## config.mk

```make
export PLATFORM = sky130hd
export DESIGN_NAME = mac_seq_ctrl_flat
export DESIGN_NICKNAME = d
export VERILOG_FILES = /design/src/rtl/mac_seq_ctrl_pkg.sv /design/src/rtl/mac_seq_ctrl_if.sv /design/src/rtl/mac_seq_ctrl_wbank.sv /design/src/rtl/mac_seq_ctrl.sv /design/src/flat_wrapper.sv
export SDC_FILE = /design/constraint.sdc
export NUM_CORES = 1
export LEC_CHECK = 0
export BUFFER_PORTS_ARGS = -buffer_cell sky130_fd_sc_hd__buf_2
export CAP_MARGIN = 0
export CORE_MARGIN = 4
export CORE_UTILIZATION = 57
export DETAILED_ROUTE_END_ITERATION = 10
export HOLD_SLACK_MARGIN = 0.08
export PLACE_DENSITY = 0.8
export SLEW_MARGIN = 30
export SYNTH_ARGS = -nofsm -noshare
export SYNTH_HDL_FRONTEND = slang
export SYNTH_HIERARCHICAL = 1
export SYNTH_SLANG_ARGS = --single-unit
```

## constraint.sdc

```tcl
create_clock -name clk -period 2.7 [get_ports clk]
set_clock_uncertainty 0.05 [all_clocks]
set_input_delay 0.27 -clock clk [delete_from_list [all_inputs] [get_ports clk]]
set_output_delay 0.27 -clock clk [all_outputs]
set_load 0.1 [all_outputs]
```

## src/rtl/mac_seq_ctrl_pkg.sv

```systemverilog
// Shared constants, state encoding and width helpers for the MAC sequencing controller.
package mac_ctrl_pkg;
  localparam int LANES     = 16;
  localparam int PIX_W     = 8;
  localparam int VEC_W     = LANES * PIX_W;
  localparam int MAC_SUM_W = 20;

  typedef enum logic [1:0] {IDLE, LOAD, RUN, DRAIN} state_e;

  function automatic int acc_width(input int n);
    return MAC_SUM_W + $clog2(n);
  endfunction

  // Chunk index width; a single-chunk kernel still gets a 1-bit index.
  function automatic int idx_width(input int n);
    return (n > 1) ? $clog2(n) : 1;
  endfunction
endpackage

```

## src/rtl/mac_seq_ctrl_if.sv

```systemverilog
// Weight, pixel and result handshakes of the MAC sequencing controller.
interface mac_seq_ctrl_if #(parameter int ACC_W = 22);
  logic                           w_valid, w_ready;
  logic [mac_ctrl_pkg::VEC_W-1:0] w_data;
  logic                           px_valid, px_ready;
  logic [mac_ctrl_pkg::VEC_W-1:0] px_data;
  logic                           res_valid, res_ready;
  logic [ACC_W-1:0]               res_data;

  modport master (output w_valid, w_data, px_valid, px_data, res_ready,
                  input  w_ready, px_ready, res_valid, res_data);
  modport slave  (input  w_valid, w_data, px_valid, px_data, res_ready,
                  output w_ready, px_ready, res_valid, res_data);
endinterface

```

## src/rtl/mac_seq_ctrl_wbank.sv

```systemverilog
// Kernel weight bank: one write port, one asynchronous read port, cleared by reset.
module mac_wbank import mac_ctrl_pkg::*; #(
  parameter int N_CHUNKS = 4,
  parameter int CW       = 2
) (
  input  logic             clk,
  input  logic             rst_n,
  input  logic             we,
  input  logic [CW-1:0]    waddr,
  input  logic [VEC_W-1:0] wdata,
  input  logic [CW-1:0]    raddr,
  output logic [VEC_W-1:0] rdata
);
  logic [VEC_W-1:0] bank [N_CHUNKS];

  for (genvar e = 0; e < N_CHUNKS; e++) begin : g_ent
    always_ff @(posedge clk or negedge rst_n)
      if (!rst_n)                        bank[e] <= '0;
      else if (we && waddr == CW'(e))    bank[e] <= wdata;
  end

  if (N_CHUNKS == 1) begin : g_one
    assign rdata = bank[0];
  end else begin : g_many
    assign rdata = bank[raddr];
  end
endmodule

```

## src/rtl/mac_seq_ctrl.sv

```systemverilog
// Loads a kernel of weight chunks, streams pixel chunks through the external MAC
// datapath and accumulates the partial sums into one result per kernel.
module mac_seq_ctrl import mac_ctrl_pkg::*; #(
  parameter  int N_CHUNKS = 4,
  parameter  int ACC_W    = acc_width(N_CHUNKS),
  localparam int CW       = idx_width(N_CHUNKS)
) (
  input  logic                 clk,
  input  logic                 rst_n,
  mac_seq_ctrl_if.slave        bus,
  input  logic                 reload,
  output logic [VEC_W-1:0]     mac_pixels,
  output logic [VEC_W-1:0]     mac_weights,
  input  logic [MAC_SUM_W-1:0] mac_sum,
  output logic                 busy,
  output logic [CW-1:0]        chunk_idx
);
  localparam logic [CW-1:0] LAST = CW'(N_CHUNKS - 1);

  state_e           state, state_nx;
  logic [CW-1:0]    w_cnt;
  logic             w_fire, px_fire, s1_v, s1_last, res_load, run_reload;
  logic [ACC_W-1:0] acc, acc_sum;
  logic [VEC_W-1:0] w_rd;

  assign w_fire     = bus.w_valid && bus.w_ready;
  assign px_fire    = bus.px_valid && bus.px_ready;
  assign res_load   = s1_v && s1_last;
  assign run_reload = (state == RUN) && reload;
  assign acc_sum    = acc + ACC_W'(mac_sum);
  assign busy       = (state != IDLE);

  mac_wbank #(.N_CHUNKS(N_CHUNKS), .CW(CW)) u_wbank (
    .clk(clk), .rst_n(rst_n), .we(w_fire && !reload), .waddr(w_cnt),
    .wdata(bus.w_data), .raddr(chunk_idx), .rdata(w_rd)
  );

  always_comb begin
    state_nx     = state;
    bus.w_ready  = 1'b0;
    bus.px_ready = 1'b0;
    case (state)
      IDLE: begin
        bus.w_ready = 1'b1;
        if (!reload && w_fire) state_nx = (N_CHUNKS == 1) ? RUN : LOAD;
      end
      LOAD: begin
        bus.w_ready = 1'b1;
        if (reload)                       state_nx = IDLE;
        else if (w_fire && w_cnt == LAST) state_nx = RUN;
      end
      RUN: begin
        // A pixel beat coinciding with reload is refused so nothing enters stage 1 while draining.
        bus.px_ready = !reload && !(s1_v && s1_last) && !(bus.res_valid && !bus.res_ready);
        if (reload) state_nx = DRAIN;
      end
      DRAIN:   if (!s1_v && !bus.res_valid) state_nx = IDLE;
      default: state_nx = IDLE;
    endcase
  end

  always_ff @(posedge clk or negedge rst_n)
    if (!rst_n) begin
      state <= IDLE;
      w_cnt <= '0;
    end else begin
      state <= state_nx;
      if (reload && (state == IDLE || state == LOAD)) w_cnt <= '0;
      else if (w_fire)                               w_cnt <= (w_cnt == LAST) ? '0 : w_cnt + 1'b1;
    end

  always_ff @(posedge clk or negedge rst_n)
    if (!rst_n) begin
      chunk_idx   <= '0;
      s1_v        <= 1'b0;
      s1_last     <= 1'b0;
      mac_pixels  <= '0;
      mac_weights <= '0;
    end else begin
      s1_v    <= px_fire;
      s1_last <= px_fire && (chunk_idx == LAST);
      if (px_fire) begin
        mac_pixels  <= bus.px_data;
        mac_weights <= w_rd;
      end
      if (run_reload)   chunk_idx <= '0;
      else if (px_fire) chunk_idx <= (chunk_idx == LAST) ? '0 : chunk_idx + 1'b1;
    end

  // Stage 2: a finishing beat still produces its result on a reload edge,
  // while a non-finishing beat's contribution is dropped by the acc clear.
  always_ff @(posedge clk or negedge rst_n)
    if (!rst_n) begin
      acc           <= '0;
      bus.res_valid <= 1'b0;
      bus.res_data  <= '0;
    end else begin
      if (res_load) begin
        bus.res_data  <= acc_sum;
        bus.res_valid <= 1'b1;
      end else if (bus.res_valid && bus.res_ready) begin
        bus.res_valid <= 1'b0;
      end
      if (res_load || run_reload) acc <= '0;
      else if (s1_v)              acc <= acc_sum;
    end
endmodule

```

## src/flat_wrapper.sv

```systemverilog
// flat-port wrapper written by rule: the top's interface ports become plain ports
module mac_seq_ctrl_flat import mac_ctrl_pkg::*;
#(
  parameter  int N_CHUNKS = 4,
  parameter  int ACC_W    = acc_width(N_CHUNKS),
  localparam int CW       = idx_width(N_CHUNKS)
)
  (clk, rst_n, reload, mac_pixels, mac_weights, mac_sum, busy, chunk_idx, bus_w_valid, bus_w_data, bus_px_valid, bus_px_data, bus_res_ready, bus_w_ready, bus_px_ready, bus_res_valid, bus_res_data);
  mac_seq_ctrl_if #(.ACC_W(ACC_W)) bus_i ();
  input  logic clk;
  input  logic rst_n;
  input  logic reload;
  output logic [VEC_W-1:0] mac_pixels;
  output logic [VEC_W-1:0] mac_weights;
  input  logic [MAC_SUM_W-1:0] mac_sum;
  output logic busy;
  output logic [CW-1:0] chunk_idx;
  input wire logic [$bits(bus_i.w_valid)-1:0] bus_w_valid;
  input wire logic [$bits(bus_i.w_data)-1:0] bus_w_data;
  input wire logic [$bits(bus_i.px_valid)-1:0] bus_px_valid;
  input wire logic [$bits(bus_i.px_data)-1:0] bus_px_data;
  input wire logic [$bits(bus_i.res_ready)-1:0] bus_res_ready;
  output wire logic [$bits(bus_i.w_ready)-1:0] bus_w_ready;
  output wire logic [$bits(bus_i.px_ready)-1:0] bus_px_ready;
  output wire logic [$bits(bus_i.res_valid)-1:0] bus_res_valid;
  output wire logic [$bits(bus_i.res_data)-1:0] bus_res_data;
  assign bus_i.w_valid = bus_w_valid;
  assign bus_i.w_data = bus_w_data;
  assign bus_i.px_valid = bus_px_valid;
  assign bus_i.px_data = bus_px_data;
  assign bus_i.res_ready = bus_res_ready;
  assign bus_w_ready = bus_i.w_ready;
  assign bus_px_ready = bus_i.px_ready;
  assign bus_res_valid = bus_i.res_valid;
  assign bus_res_data = bus_i.res_data;
  mac_seq_ctrl #(.N_CHUNKS(N_CHUNKS), .ACC_W(ACC_W)) u_core (.clk(clk), .rst_n(rst_n), .bus(bus_i), .reload(reload), .mac_pixels(mac_pixels), .mac_weights(mac_weights), .mac_sum(mac_sum), .busy(busy), .chunk_idx(chunk_idx));
endmodule
```

==> qor.yml <==
power:
  p_int_mw: 25.0
  power_switching_mw: 10.4
  ir_drop_uv: 622
  switching_share_pct: 29.4
  cellLeakagePower_nw: 22.2
  power_density_nw_per_um2: 798
  power_frac_comb_pct: 20.7
  seq_power_share_pct: 45.8
  p_clk_share_pct: 33.5
  p_total_mw: 35.5
critical_path:
  critical_path_class: "flip-flop to flip-flop"
  r2r_cells: 10
  path_max_fanout: 4
  critical_path_buf_inv_count: 2
  end_kind: "flip-flop"
  cp_top_family: "compound AO/OA/AOI/OAI gates"
  cpMaxStageDelayCell: "dfrtp_1"
  slowest_delay_ps: 380
  crit_chain: "ha_1 > inv_1 > fa_1 > and2b_1 > o2111ai_1 > a211oi_2 > buf_4 > or2_2 > a32oi_1 > a31oi_1"
  r2r_slack_ps: 180
  cp_data_arrival_time_ps: 2920
  critPathLaunchType: "flip-flop"
  worst_ep_required_time_ps: 3100
  r2r_end: "u_core/bus.res_data[14]$_DFFE_PN0P_"
  reg2reg_from: "u_core/acc[0]$_DFFE_PN0P_"
global_route:
  grt_pass1_vias: 28278
  grt_pass1_wl_mm: 160
  grt_usage_pct: 30.8
  antenna_found_initial: 15
  grt_overflow: 0
  grt_max_degree: 166
timing:
  slew_viol_final: 0
  relSlewSlack_pct: 43.6
  clock.fmax_mhz: 397
  period_needed_ps: 2520
  rsz0062_at_grt: "no"
  period_share_pct: 93.2
  finalSetupViolations: 0
  finalHoldViolations: 0
  worst_slew_pin_slew_ps: 847
  whs_ps: 143
logic_synthesis:
  synth.area.top_cells: "dfrtp_1, mux2_2, nand2_1"
  synthCells: 2691
  syn_area_um2: 35000
  seq_area_frac_synth_pct: 58.6
  yosys.area_share.simple_pct: 10.3
  synth_xor_area_share_pct: 0.275
  ys_types: 67
  muxShareOfSynthArea_pct: 24.9
  synth_compound_area_share_pct: 2.17
  synth_fa_ha_area_share_pct: 0.843
  syn_nets: 2996
  synth_commonest_cells: "dfrtp_1, nand2_1, mux2_2"
  ys_ff_latch: 821
  synth-main-ff-cell: "dfrtp_1"
  async_flop_share_pct: 100
  synth_top_area_share_pct: 58.6
  synth_largest_area_cell: "dfrtp_1"
  syn_area_per_cell_um2: 13.0
  yosys_warnings: 6
  yosys.cell_count.top_type: "dfrtp_1"
  synth_top_family_by_area: "multiplexers"
  synth_edf_count: 0
min_path:
  hold_end: "u_core/bus.res_data[5]$_DFFE_PN0P_"
  hp-start: "mac_sum[5]"
  min_path_type: "primary input to flip-flop"
  whs_path_depth: 5
floorplanning:
  die_x_um: 256
  ios: 566
  start_util_pct: 57.8
  chipHeight_um: 256
  core_region_area_um2: 60600
  core.rowCount: 90
  dieArea_um2: 65500
detailed_routing:
  wl_per_cell_um: 23.1
  firstDrtPassIters: 5
  viasPerCell: 5.78
  routed_wl_mm: 101
  route.detailed.drc: 0
  vias: 25366
  drtAntennaViolNets: 0
  drtIter0Drc: 1904
clock_network:
  post_cts_resize_count: 0
  cts_tree: "built"
  numCtsBuffers: 84
  ctsRootBufferMaster: "clkbuf_16"
  cts.path.max_buffers: 3
  clock_sinks: 821
  path_clk_slew_ps: 60
  clk_latency_ps: 620
  htreeDepth: 3
cells_and_area:
  fin_nets: 3822
  area_delta_synth_final_pct: 26.8
  layout-drive-gt1-share_pct: 34.2
  final_cells: 4386
placed_design:
  placed_cells: 3948
  port_buffers: 565
  finalWeightedCongestion: 0.942
  hpwl_mm: 60.0
run_status:
  outcome: "completed"
flow_run:
  maxCapViolations: 0
## logic make-up (layout without fill, tap and decap cells)
family	after synthesis	count (layout)
flip-flops	821	821
buffers and inverters	168	1064
XOR/XNOR	11	11
AND/OR/NAND/NOR	910	910
multiplexers	648	648
other	0	17
AO/OA/AOI/OAI	110	110
adder cells (fa/ha/maj)	23	23
## per-layer routing
metal  part of all wire (%)  vias to the layer above  GRT usage (%)
met3                    6.0                      326           6.00
met5                      0                        -              0
li1                       -                    10946              -
met1                     37                    12997           37.2
met4                    4.8                        0           14.9
met2                     52                     1097           53.6
## metrics by stage
stage          TNS (ps)  worst slack (ps)  cell area [um^2]  util (%)
3_3_place_gp          0               232             38900      64.2
5_1_grt               0              14.5             44400      73.4
2_1_floorplan    -32010              -138             35200         -
3_5_place_dp          0               208             38900      64.2
4_1_cts               0              60.4             44400      73.2
6_report              0               183             44400      73.4
## power groups by stage
stage	sequential, mW	combinational, mW	clock [mW]
after floorplan	17.6	3.60	0
after global routing	16.5	7.81	12.6
after detailed placement	16.3	6.87	0
after CTS	16.2	7.25	12.0
final	16.2	7.34	11.9
after global placement	16.0	6.57	0
## what timing repair did
action	in CTS	in global routing
hold buffers	264	0
setup buffers	0	1
endpoints found under the setup margin	0	1
endpoints found under the hold margin	761	0
## state kept, by name (all words and copies together), names as in the netlist, named ones only
register / cells
u_core/bus.res_data: 22
u_core/mac_weights: 128
u_core/acc: 22
u_core/chunk_idx: 2
u_core/mac_pixels: 128
u_core/w_cnt: 2
u_core/bus.res_valid: 1
u_core/state: 1
u_core/s1_last: 1
u_core/u_wbank/bank: 512
u_core/s1_v: 1
## cell type report
cell class,instances,area [um^2]
diodes,17,42.5
clock buffers,119,2450
clock inverters,37,387
fillers,3616,16100
inverters,11,51.3
multi-input cells,1702,13500
flip-flops and latches,821,20600
well taps,782,978
repair buffers,897,6440
## worst reg2reg max path: cells and delay by family, from the launching register on
| kind | cells | cell delay, ps |
|---|---|---|
| adders and majority gates | 2 | 390 |
| buffers and inverters | 2 | 240 |
| DFF | 1 | 380 |
| and+or+nand+nor | 2 | 520 |
| AOI/OAI and AO/OA | 4 | 780 |
## worst max-delay path by stage
stage | start | endpoint | depth (start not counted)
after floorplan | u_core/bus.res_valid$_DFFE_PN0P_ | u_core/mac_pixels[0]$_DFFE_PN0P_ | 8
after global placement | mac_sum[0] | u_core/acc[18]$_DFFE_PN0P_ | 11
after detailed placement | mac_sum[0] | u_core/acc[20]$_DFFE_PN0P_ | 11
after CTS | u_core/chunk_idx[0]$_DFFE_PN0P_ | chunk_idx[0] | 2
after global routing | u_core/acc[0]$_DFFE_PN0P_ | u_core/acc[18]$_DFFE_PN0P_ | 10
final | u_core/acc[0]$_DFFE_PN0P_ | u_core/bus.res_data[14]$_DFFE_PN0P_ | 10
## placed cells by master, fill, tap and decap left out, types with 19 or more instances in the layout
cell type      count
mux2_2           308
buf_4             34
nand2_1          819
a21oi_1           28
buf_12            34
dlygate4sd3_1    264
ha_1              22
dfrtp_1          818
clkinv_2          19
nor2_1            22
mux4_2           128
mux2_1           210
buf_2            563
clkbuf_16         87
Note: power is estimated with default switching activity, not from simulation.
